$ cat src/rtl/rd_control_fwft.sv
// rd_control_fwft: read-side pointer/flag controller of an async FIFO with a
// first-word-fall-through output register and a valid/ready handshake.
// The write Gray pointer arrives already synchronised into rclk; the RAM read
// is combinational on raddr.
// Optional feature: define RD_LEVEL_EN to build the registered rlevel fill count
// (otherwise rlevel is tied to zero and no gray-to-binary logic is built).
module rd_control_fwft #(
  parameter int ADDRWIDTH = 4,
  parameter int DATAWIDTH = 8
) (
  input  logic                 rclk,
  input  logic                 rrst,
  input  logic [ADDRWIDTH:0]   wptr_rclk,
  output logic [ADDRWIDTH-1:0] raddr,
  input  logic [DATAWIDTH-1:0] rdata_mem,
  output logic [ADDRWIDTH:0]   rptr,
  output logic                 rempty,
  output logic [DATAWIDTH-1:0] dout,
  output logic                 dout_valid,
  input  logic                 dout_ready,
  output logic [ADDRWIDTH:0]   rlevel
);

  localparam int PW = ADDRWIDTH + 1;

  logic [PW-1:0]        rbin_reg;
  logic [PW-1:0]        rbin_next;
  logic [PW-1:0]        rptr_reg;
  logic [PW-1:0]        rptr_next;
  logic                 rempty_reg;
  logic                 rempty_next;
  logic                 rpop;
  logic [DATAWIDTH-1:0] dout_reg;
  logic                 dout_valid_reg;

  // A RAM word is popped when one is available and the output register is
  // either empty or being emptied this cycle (so streaming has no bubble).
  assign rpop        = ~rempty_reg & (~dout_valid_reg | dout_ready);
  assign rbin_next   = rbin_reg + {{ADDRWIDTH{1'b0}}, rpop};
  assign rptr_next   = (rbin_next >> 1) ^ rbin_next;
  // Comparing against the synchronised (possibly stale) write pointer can only
  // keep rempty asserted longer, never release it early.
  assign rempty_next = (rptr_next == wptr_rclk);

  // Binary/Gray read pointer and empty flag, all registered.
  always_ff @(posedge rclk or posedge rrst) begin
    if (rrst) begin
      rbin_reg   <= '0;
      rptr_reg   <= '0;
      rempty_reg <= 1'b1;
    end else begin
      rbin_reg   <= rbin_next;
      rptr_reg   <= rptr_next;
      rempty_reg <= rempty_next;
    end
  end

  // FWFT output register: load on pop, clear valid on a plain transfer, else hold.
  always_ff @(posedge rclk or posedge rrst) begin
    if (rrst) begin
      dout_reg       <= '0;
      dout_valid_reg <= 1'b0;
    end else if (rpop) begin
      dout_reg       <= rdata_mem;
      dout_valid_reg <= 1'b1;
    end else if (dout_valid_reg && dout_ready) begin
      dout_valid_reg <= 1'b0;
    end
  end

`ifdef RD_LEVEL_EN
  logic [PW-1:0] wbin;
  logic [PW-1:0] rlevel_reg;

  // Gray to binary: each binary bit is the XOR of all Gray bits at or above it.
  for (genvar gi = 0; gi < PW; gi++) begin : g_gray2bin
    assign wbin[gi] = ^(wptr_rclk >> gi);
  end

  // Fill level of the RAM as seen after this cycle's pop (modular difference).
  always_ff @(posedge rclk or posedge rrst) begin
    if (rrst) begin
      rlevel_reg <= '0;
    end else begin
      rlevel_reg <= wbin - rbin_next;
    end
  end

  assign rlevel = rlevel_reg;
`else
  assign rlevel = '0;
`endif

  assign raddr      = rbin_reg[ADDRWIDTH-1:0];
  assign rptr       = rptr_reg;
  assign rempty     = rempty_reg;
  assign dout       = dout_reg;
  assign dout_valid = dout_valid_reg;

endmodule

$ cat config.mk
export PLATFORM = sky130hd
export DESIGN_NAME = rd_control_fwft
export DESIGN_NICKNAME = d
export VERILOG_FILES = /design/src/rtl/rd_control_fwft.sv
export SDC_FILE = /design/constraint.sdc
export NUM_CORES = 1
export LEC_CHECK = 0
export BUFFER_PORTS_ARGS = -buffer_cell sky130_fd_sc_hd__buf_2
export CORE_MARGIN = 2
export CORE_UTILIZATION = 48
export DETAILED_ROUTE_END_ITERATION = 10
export PLACE_DENSITY = 0.82
export SLEW_MARGIN = 10
export SYNTH_ARGS = -nofsm -noshare
export SYNTH_HDL_FRONTEND = slang
export SYNTH_SLANG_ARGS = --single-unit
$ cat constraint.sdc
create_clock -name rclk -period 6.3 [get_ports rclk]
set_clock_uncertainty 0.15 [all_clocks]
set_input_delay 0 -clock rclk [delete_from_list [all_inputs] [get_ports rclk]]
set_output_delay 0 -clock rclk [all_outputs]
set_load 0.005 [all_outputs]
# Word level (Yosys, flattened, before mapping)
# Cells that the tools add are included.
[word_totals]
ff_bits = 20
inputBits = 16
out_inout_bits = 24
[classes]
add_sub_neg = 1
n_eq_ne = 1
mux = 2
bitwise = 5
reduce_logical = 2
[ops]
columns = ["cell", "n"]
rows = [
  ["5-bit by 1-bit adder with 5-bit output", 1],
  ["5-bit equality test", 1],
  ["4-bit by 5-bit bitwise XOR with 5-bit output", 1],
  ["1-bit two-way mux", 2],
  ["1-bit inverter", 2],
  ["2-bit nonzero test", 1],
  ["1-bit AND", 1],
  ["1-bit logical AND", 1],
  ["1-bit bitwise OR", 1],
]

# Longest topological paths before layout
# Gate-level depths: netlist (run 1).
[logic_depth]
depth_word = 6
mapped_depth = 8

# Worst setup path before layout (run 1)
# No wires, ideal clock.
[synth_timing]
path_kind = "register to register"
start = "register dout_valid_reg, in the netlist dout_valid"
end = "register rempty_reg, in the netlist rempty"
setup_ns = 0.088
arrival_ns = 2.336
t_required_ns = 6.062
slack_ns = 3.726
path_stages_with_launch = 8
n_path_buf = 0
synth_period_minus_slack_ns = 2.574
cell_sequence = "dfrtp_1 a21oi_2 ha_1 ha_1 xor2_1 xor2_1 or3_2 a221oi_2"
[synth_via]
elab_chain_len = 6
[synth_rtl]
columns = ["item", "line_no", "text"]
rows = [
  ["start, declared", "34", "logic dout_valid_reg;"],
  ["start signal, assigned", "62", "dout_valid_reg <= 1'b0;"],
  ["start signal, assigned", "65", "dout_valid_reg <= 1'b1;"],
  ["start signal, assigned", "67", "dout_valid_reg <= 1'b0;"],
  ["1-bit inverter", "38", "assign rpop = ~rempty_reg & (~dout_valid_reg | dout_ready);"],
  ["1-bit bitwise OR", "38", ""],
  ["1-bit AND", "38", ""],
  ["named net rpop", "32", "logic rpop;"],
  ["5-bit by 1-bit adder with 5-bit output", "39", "assign rbin_next = rbin_reg + {{ADDRWIDTH{1'b0}}, rpop};"],
  ["named net rbin_next[2]", "27", "logic [PW-1:0] rbin_next;"],
  ["4-bit by 5-bit bitwise XOR with 5-bit output", "40", "assign rptr_next = (rbin_next >> 1) ^ rbin_next;"],
  ["5-bit equality test", "43", "assign rempty_next = (rptr_next == wptr_rclk);"],
  ["named net rempty_next", "31", "logic rempty_next;"],
  ["end signal, assigned", "54", "rempty_reg <= rempty_next;"],
  ["end, declared", "30", "logic rempty_reg;"],
]
# The timed path passes the listed nets, and every way through them passes these cells.
# A chain may end at the register's enable or synchronous reset.

# Worst setup path in the final report (run 1)
# Ends and elaborated chain as after synthesis.

==> impl_metrics.yaml, run 1 <==
final_layout:
  nNetsFinal: 132
  antennaDiodeCount: 0
  largest_reg_flops: 8
  stdcell_count: 138
  fill_cells: 130
  area.growth.synth_to_final_pct: 37.7
  multiInputGateArea_sq_um: 345
  regArea_sq_um: 477
  drive_gt1_share_pct: 44.2
critical_path:
  critical_path_class: "reg -> reg"
  start_kind: "flop"
  cp_cell_sequence: "a21oi_2 -> ha_1 -> ha_1 -> xor2_1 -> xor2_1 -> or3_2 -> a221oi_2 -> dlygate4sd3_1"
  critPathBufInv: 1
  cp_slowest_cell: "dlygate4sd3_1"
  cp-end-kind: "flop"
  cp.required_ps: 6400
  max_stage_delay_ps: 580
  cp_max_fo: 9
  arrival_ps: 3490
  cpLargestDelayFamily: "compound AO/OA/AOI/OAI gates"
detailed_routing:
  wl_per_cell_um: 12.1
  first_pass_iters: 3
  ant_nets: 0
  drc: 0
  vias: 606
  drt_iter0_markers: 1
  vias_per_cell: 4.39
  finalWirelength_um: 1670
pwr:
  p_total_mw: 0.515
  power.switching_mw: 0.186
  p_leak_nw: 0.598
  switching_share_pct: 36.1
  p_int_mw: 0.329
  pwr_density_cell_nw_per_um2: 433
  seqPwrFrac_pct: 40.5
  ir_worst_vdd_uv: 261
  combPwrFrac_pct: 47.5
  p_clk_share_pct: 12.0
clock_tree:
  path_clk_slew_ps: 100
  cts_hold_buf: 12
  cts_resized: 0
  cts_sinks: 19
  cts_buffer_depth: 2
  clkLatencyLatePin_ps: 300
  root_buffer: "clkbuf_4"
  htree_levels: 1
  post_cts_buffers: 0
  cts_tree: "done"
  cts_inserted_buffers: 3
sta:
  rsz0062_at_grt: "no"
  setup_viol: 0
  drv_slew: 0
  worstMarginPinSlew_ps: 675
  finalCriticalPeriod_ps: 3400
  period_share_pct: 53.9
  fin_setup_tns_ps: 0
  fmax_mhz: 295
  hold_viol_final: 0
  max-slew-margin-rel_pct: 55.0
yosys:
  synth_top_area_cell: "dfrtp_1"
  synth-main-ff-cell: "dfrtp_1"
  ys_warn_count: 0
  synth_common_cells: "18 x dfrtp_1, 8 x mux2_2, 8 x xor2_1"
  synth_most_common_cell: "dfrtp_1"
  syn_area_sq_um: 863
  synth-seq-cells: 19
  synth_edf_count: 0
  synthArstFlopShare_pct: 100
  synth_cell_types: 19
  synth_cells: 64
  synthTopCellsByArea: "dfrtp_1 52%, mux2_2 10%, xor2_1 8.1%"
  yosysSeqAreaShare_pct: 55.2
  synth.top_cell.area_share_pct: 52.2
  avgSynthCellArea_sq_um: 13.5
worst_hold_path:
  hold_path.class: "in -> async"
grt:
  grt_overflow: 0
  grt_usage_pct: 18.1
  antenna_found_initial: 0
  grt_max_degree: 20
  grt_pass1_vias: 579
  grt_pass1_wl_um: 2530
die:
  fp.dieW_um: 46.4
  die_h_um: 46.4
  ios: 40
  dieArea_sq_um: 2150
  initial_core_util_pct: 50.5
  core_area_sq_um: 1710
  rows: 15
placement:
  hpwl_um: 1180
  gp_congestion: 0.778
  portBuffers: 34
  dp.cells: 122
run:
  drv_cap: 0
outcome:
  status: "completed"
## final cells by class
type	count	share of cell area, %
flip-flops and latches	19	40.1
multi-input cells	39	29.1
repair buffers	46	24.4
well taps	25	2.63
clock buffers	4	2.21
inverters	5	1.58
## final timing paths
path                                         from                      to  slack (ps)  cells after the start
max in group asynchronous                    rrst     dout[1]$_DFFE_PP0P_        5390                      3
min in group rclk                      dout_ready  dout_valid$_DFFE_PP0P_         280                      3
min reg2reg                      rempty$_DFF_PP1_  dout_valid$_DFFE_PP0P_         350                      1
max reg2reg                dout_valid$_DFFE_PP0P_        rempty$_DFF_PP1_        2900                      8
max                        dout_valid$_DFFE_PP0P_        rempty$_DFF_PP1_        2900                      8
min                                          rrst       rptr[0]$_DFF_PP0_         190                      3
## per-layer routing
metal | global-route usage, % | part of all wire, %
met4 | 12.0 | 2.7
met3 | 3.53 | 3.4
met2 | 32.2 | 52
met5 | 0 | 0
met1 | 19.1 | 42
## power groups by stage
stage / registers, mW / logic, mW / clock network, mW
after floorplan: 0.213 / 0.154 / 0
after global placement: 0.208 / 0.231 / 0
after detailed placement: 0.211 / 0.237 / 0
after CTS: 0.209 / 0.245 / 0.0619
after global routing: 0.214 / 0.268 / 0.0689
final: 0.209 / 0.245 / 0.0618
## worst register-to-register path, cell delays in order, from the launching register on
cell           delay [ps]
dfrtp_1               410
a21oi_2               420
ha_1                  290
ha_1                  230
xor2_1                370
xor2_1                160
or3_2                 480
a221oi_2              260
dlygate4sd3_1         580
## stage by stage
step / setup WS [ps] / hold WS (ps) / instance area, sq um / util [%]
after floorplan: 3730 / -200 / 878 / -
after global placement: 3600 / -17.4 / 1040 / 61.0
after detailed placement: 3430 / -16.2 / 1040 / 61.0
after CTS: 2900 / 204 / 1190 / 69.6
after global routing: 2690 / 261 / 1190 / 69.6
final: 2900 / 186 / 1190 / 69.6
## cells in the final DEF (no fill, tap or decap), drive strengths merged
master / instances
conb: 5
inv: 5
mux2: 8
ha: 2
buf: 34
dfstp: 1
xor3: 1
a21oi: 1
nand2: 2
nand3: 3
nand3b: 1
or3: 1
o21ai: 1
a221oi: 1
xor2: 8
dfrtp: 18
dlygate4sd3: 12
or3b: 1
clkbuf: 4
xnor2: 4
## logic make-up (layout without fill, tap and decap cells)
kind of cell	count (synthesis)	after routing	synth area share [%]
XOR/XNOR	13	13	15.8
multiplexers	8	8	10.4
flip-flops	19	19	55.2
AO/OA/AOI/OAI	3	3	3.33
buffers and inverters	10	55	6.52
AND/OR/NAND/NOR	8	8	5.36
other	1	5	0.434
adder cells (fa/ha/maj)	2	2	2.90
Note: power is estimated with default switching activity, not from simulation.
==> inputs of run 2 (changes only) <==
--- a/config.mk
+++ b/config.mk
@@ -7,9 +7,9 @@
 export LEC_CHECK = 0
 export BUFFER_PORTS_ARGS = -buffer_cell sky130_fd_sc_hd__buf_2
 export CORE_MARGIN = 2
-export CORE_UTILIZATION = 48
+export CORE_UTILIZATION = 40
 export DETAILED_ROUTE_END_ITERATION = 10
-export PLACE_DENSITY = 0.82
+export PLACE_DENSITY = 0.73
 export SLEW_MARGIN = 10
 export SYNTH_ARGS = -nofsm -noshare
 export SYNTH_HDL_FRONTEND = slang
==> constraint.sdc (replaced) <==
create_clock -name rclk -period 2.95 [get_ports rclk]
set_clock_uncertainty 0.15 [all_clocks]
set_input_delay 0 -clock rclk [delete_from_list [all_inputs] [get_ports rclk]]
set_output_delay 0 -clock rclk [all_outputs]
set_load 0.005 [all_outputs]
==> run 2 against run 1 <==
Effect of this change:
- the run now ends with hold timing left
- clock power grew 100%
- power grew 120%
- combinational power up 130%
- hold slack got worse by 190 ps
- final area increased by 3.8%
- utilization down 8.0 points
- count of clock-buffer cells in the layout unchanged
- critical path depth is the same
- flip-flop and latch count did not move
- die area rose by 18%
==> impl_metrics.yaml, run 2 (synthesized netlist as in run 1, its figures left out) <==
sta:
  setup_viol: 0
  max-slew-margin-rel_pct: 54.0
  worstMarginPinSlew_ps: 690
  period_share_pct: 85.3
  rsz0062_at_grt: "no"
  fmax_mhz: 397
  finalCriticalPeriod_ps: 2520
  whs_ps: -7.35
  drv_slew: 0
  fin_setup_tns_ps: 0
  hold_viol_final: 1
critical_path:
  cp-end-kind: "flop"
  cpLargestDelayFamily: "buffers and inverters"
  arrival_ps: 2580
  cp_max_fo: 3
  r2r-end: "rempty$_DFF_PP1_"
  cp.required_ps: 3010
  critPathBufInv: 1
  max_stage_delay_ps: 580
  r2r_setup_slack_ps: 430
  worstRegToRegCells: 8
  critical_path_class: "reg -> reg"
  start_kind: "flop"
  timing.rr.start: "rempty$_DFF_PP1_"
  cp_slowest_cell: "dlygate4sd3_1"
  cp_cell_sequence: "a21oi_2 -> ha_1 -> ha_2 -> xor2_2 -> xor2_1 -> nand3_1 -> dlygate4sd3_1 -> a221oi_2"
detailed_routing:
  drc: 0
  ant_nets: 0
  vias_per_cell: 4.48
  first_pass_iters: 4
  vias: 645
  wl_per_cell_um: 12.0
  drt_iter0_markers: 14
  finalWirelength_um: 1740
pwr:
  p_leak_nw: 0.610
  pwr_density_cell_nw_per_um2: 924
  ir_worst_vdd_uv: 428
clock_tree:
  clkLatencyLatePin_ps: 290
  cts_inserted_buffers: 3
  cts_tree: "done"
  cts_buffer_depth: 2
  cts_sinks: 19
  root_buffer: "clkbuf_4"
  path_clk_slew_ps: 100
  htree_levels: 1
die:
  fp.dieW_um: 50.5
  die_h_um: 50.5
  dieArea_sq_um: 2550
  core_area_sq_um: 2000
  initial_core_util_pct: 43.1
  ios: 40
  rows: 16
final_layout:
  drive_gt1_share_pct: 47.0
  layout_commonest_cell: "buf_2"
  nNetsFinal: 136
  area.growth.synth_to_final_pct: 42.9
  mostFrequentLayoutCells: "34 x buf_2, 18 x dfrtp_1, 13 x dlygate4sd3_1"
  antennaDiodeCount: 0
  largest_reg_flops: 8
worst_hold_path:
  min-delay-start: "wptr_rclk[1]"
  hold_path.class: "in -> reg"
  hold_depth: 4
  min_to: "rempty$_DFF_PP1_"
outcome:
  status: "complete, but fails checks"
  violations: "hold timing"
run:
  drv_cap: 0
grt:
  antenna_found_initial: 0
  grt_max_degree: 20
  grt_pass1_wl_um: 2830
  grt_overflow: 0
  grt_pass1_vias: 660
  grt_usage_pct: 15.8
placement:
  portBuffers: 34
  hpwl_um: 1220
  gp_congestion: 0.719
[run 2: worst max path at each step]
stage                           start                to  slack, ps  cells past startpoint
2_1_floorplan  dout_valid$_DFFE_PP0P_  rempty$_DFF_PP1_        380                      7
3_3_place_gp         rempty$_DFF_PP1_  rempty$_DFF_PP1_        670                      7
3_5_place_dp         rempty$_DFF_PP1_  rempty$_DFF_PP1_        620                      7
4_1_cts              rempty$_DFF_PP1_  rempty$_DFF_PP1_         60                      8
5_1_grt              rempty$_DFF_PP1_  rempty$_DFF_PP1_        200                      8
6_report             rempty$_DFF_PP1_  rempty$_DFF_PP1_        430                      8
[run 2: area by class of cell]
cell class	instances	area, sq um
inverter	5	18.8
multi-input combinational	39	355
tap	27	33.8
sequential	19	477
timing repair buffer	50	323
fill	166	768
clock buffer	4	26.3
[run 2: worst register-to-register path: cells and delay by family, from the launching register on]
family	cells	cell delay (ps)
compound gates	2	270
xor+xnor	2	370
flops	1	560
fa+ha+maj	2	420
buf+inv	1	580
simple gates	1	90
[run 2: through the flow]
| stage | setup WS [ps] | util [%] | area, sq um | cells | power, mW |
|---|---|---|---|---|---|
| global route | 204 | 61.6 | 1230 | 144 | 1.24 |
| finish | 434 | 61.6 | 1230 | 144 | 1.14 |
| detailed placement | 624 | 52.9 | 1060 | 126 | 0.979 |
| floorplan | 376 | - | 878 | 68 | 0.784 |
| global placement | 671 | 52.9 | 1060 | 126 | 0.957 |
| CTS | 63.9 | 60.3 | 1210 | 142 | 1.13 |
[run 2: layer usage]
layer | routed length (um) | vias up | track usage, %
li1 | - | 305 | -
met1 | 644 | 305 | 15.4
met2 | 924 | 31 | 29.4
met3 | 107 | 4 | 2.38
met4 | 59 | 0 | 12.2
met5 | 0 | - | 0
[run 2: what timing repair did]
| item | 4_1_cts | 5_1_grt |
|---|---|---|
| hold buffers | 12 | 2 |
| buffers inserted | 0 | 1 |
| hold endpoints to repair | 28 | 1 |
| gates resized for setup | 0 | 2 |
| endpoints found under the setup margin | 0 | 1 |
[run 2: power breakdown]
part	leakage (nW)	internal (mW)	switching, mW
clock network	0.0150	0.0526	0.0724
logic	0.376	0.318	0.254
registers	0.218	0.374	0.0686
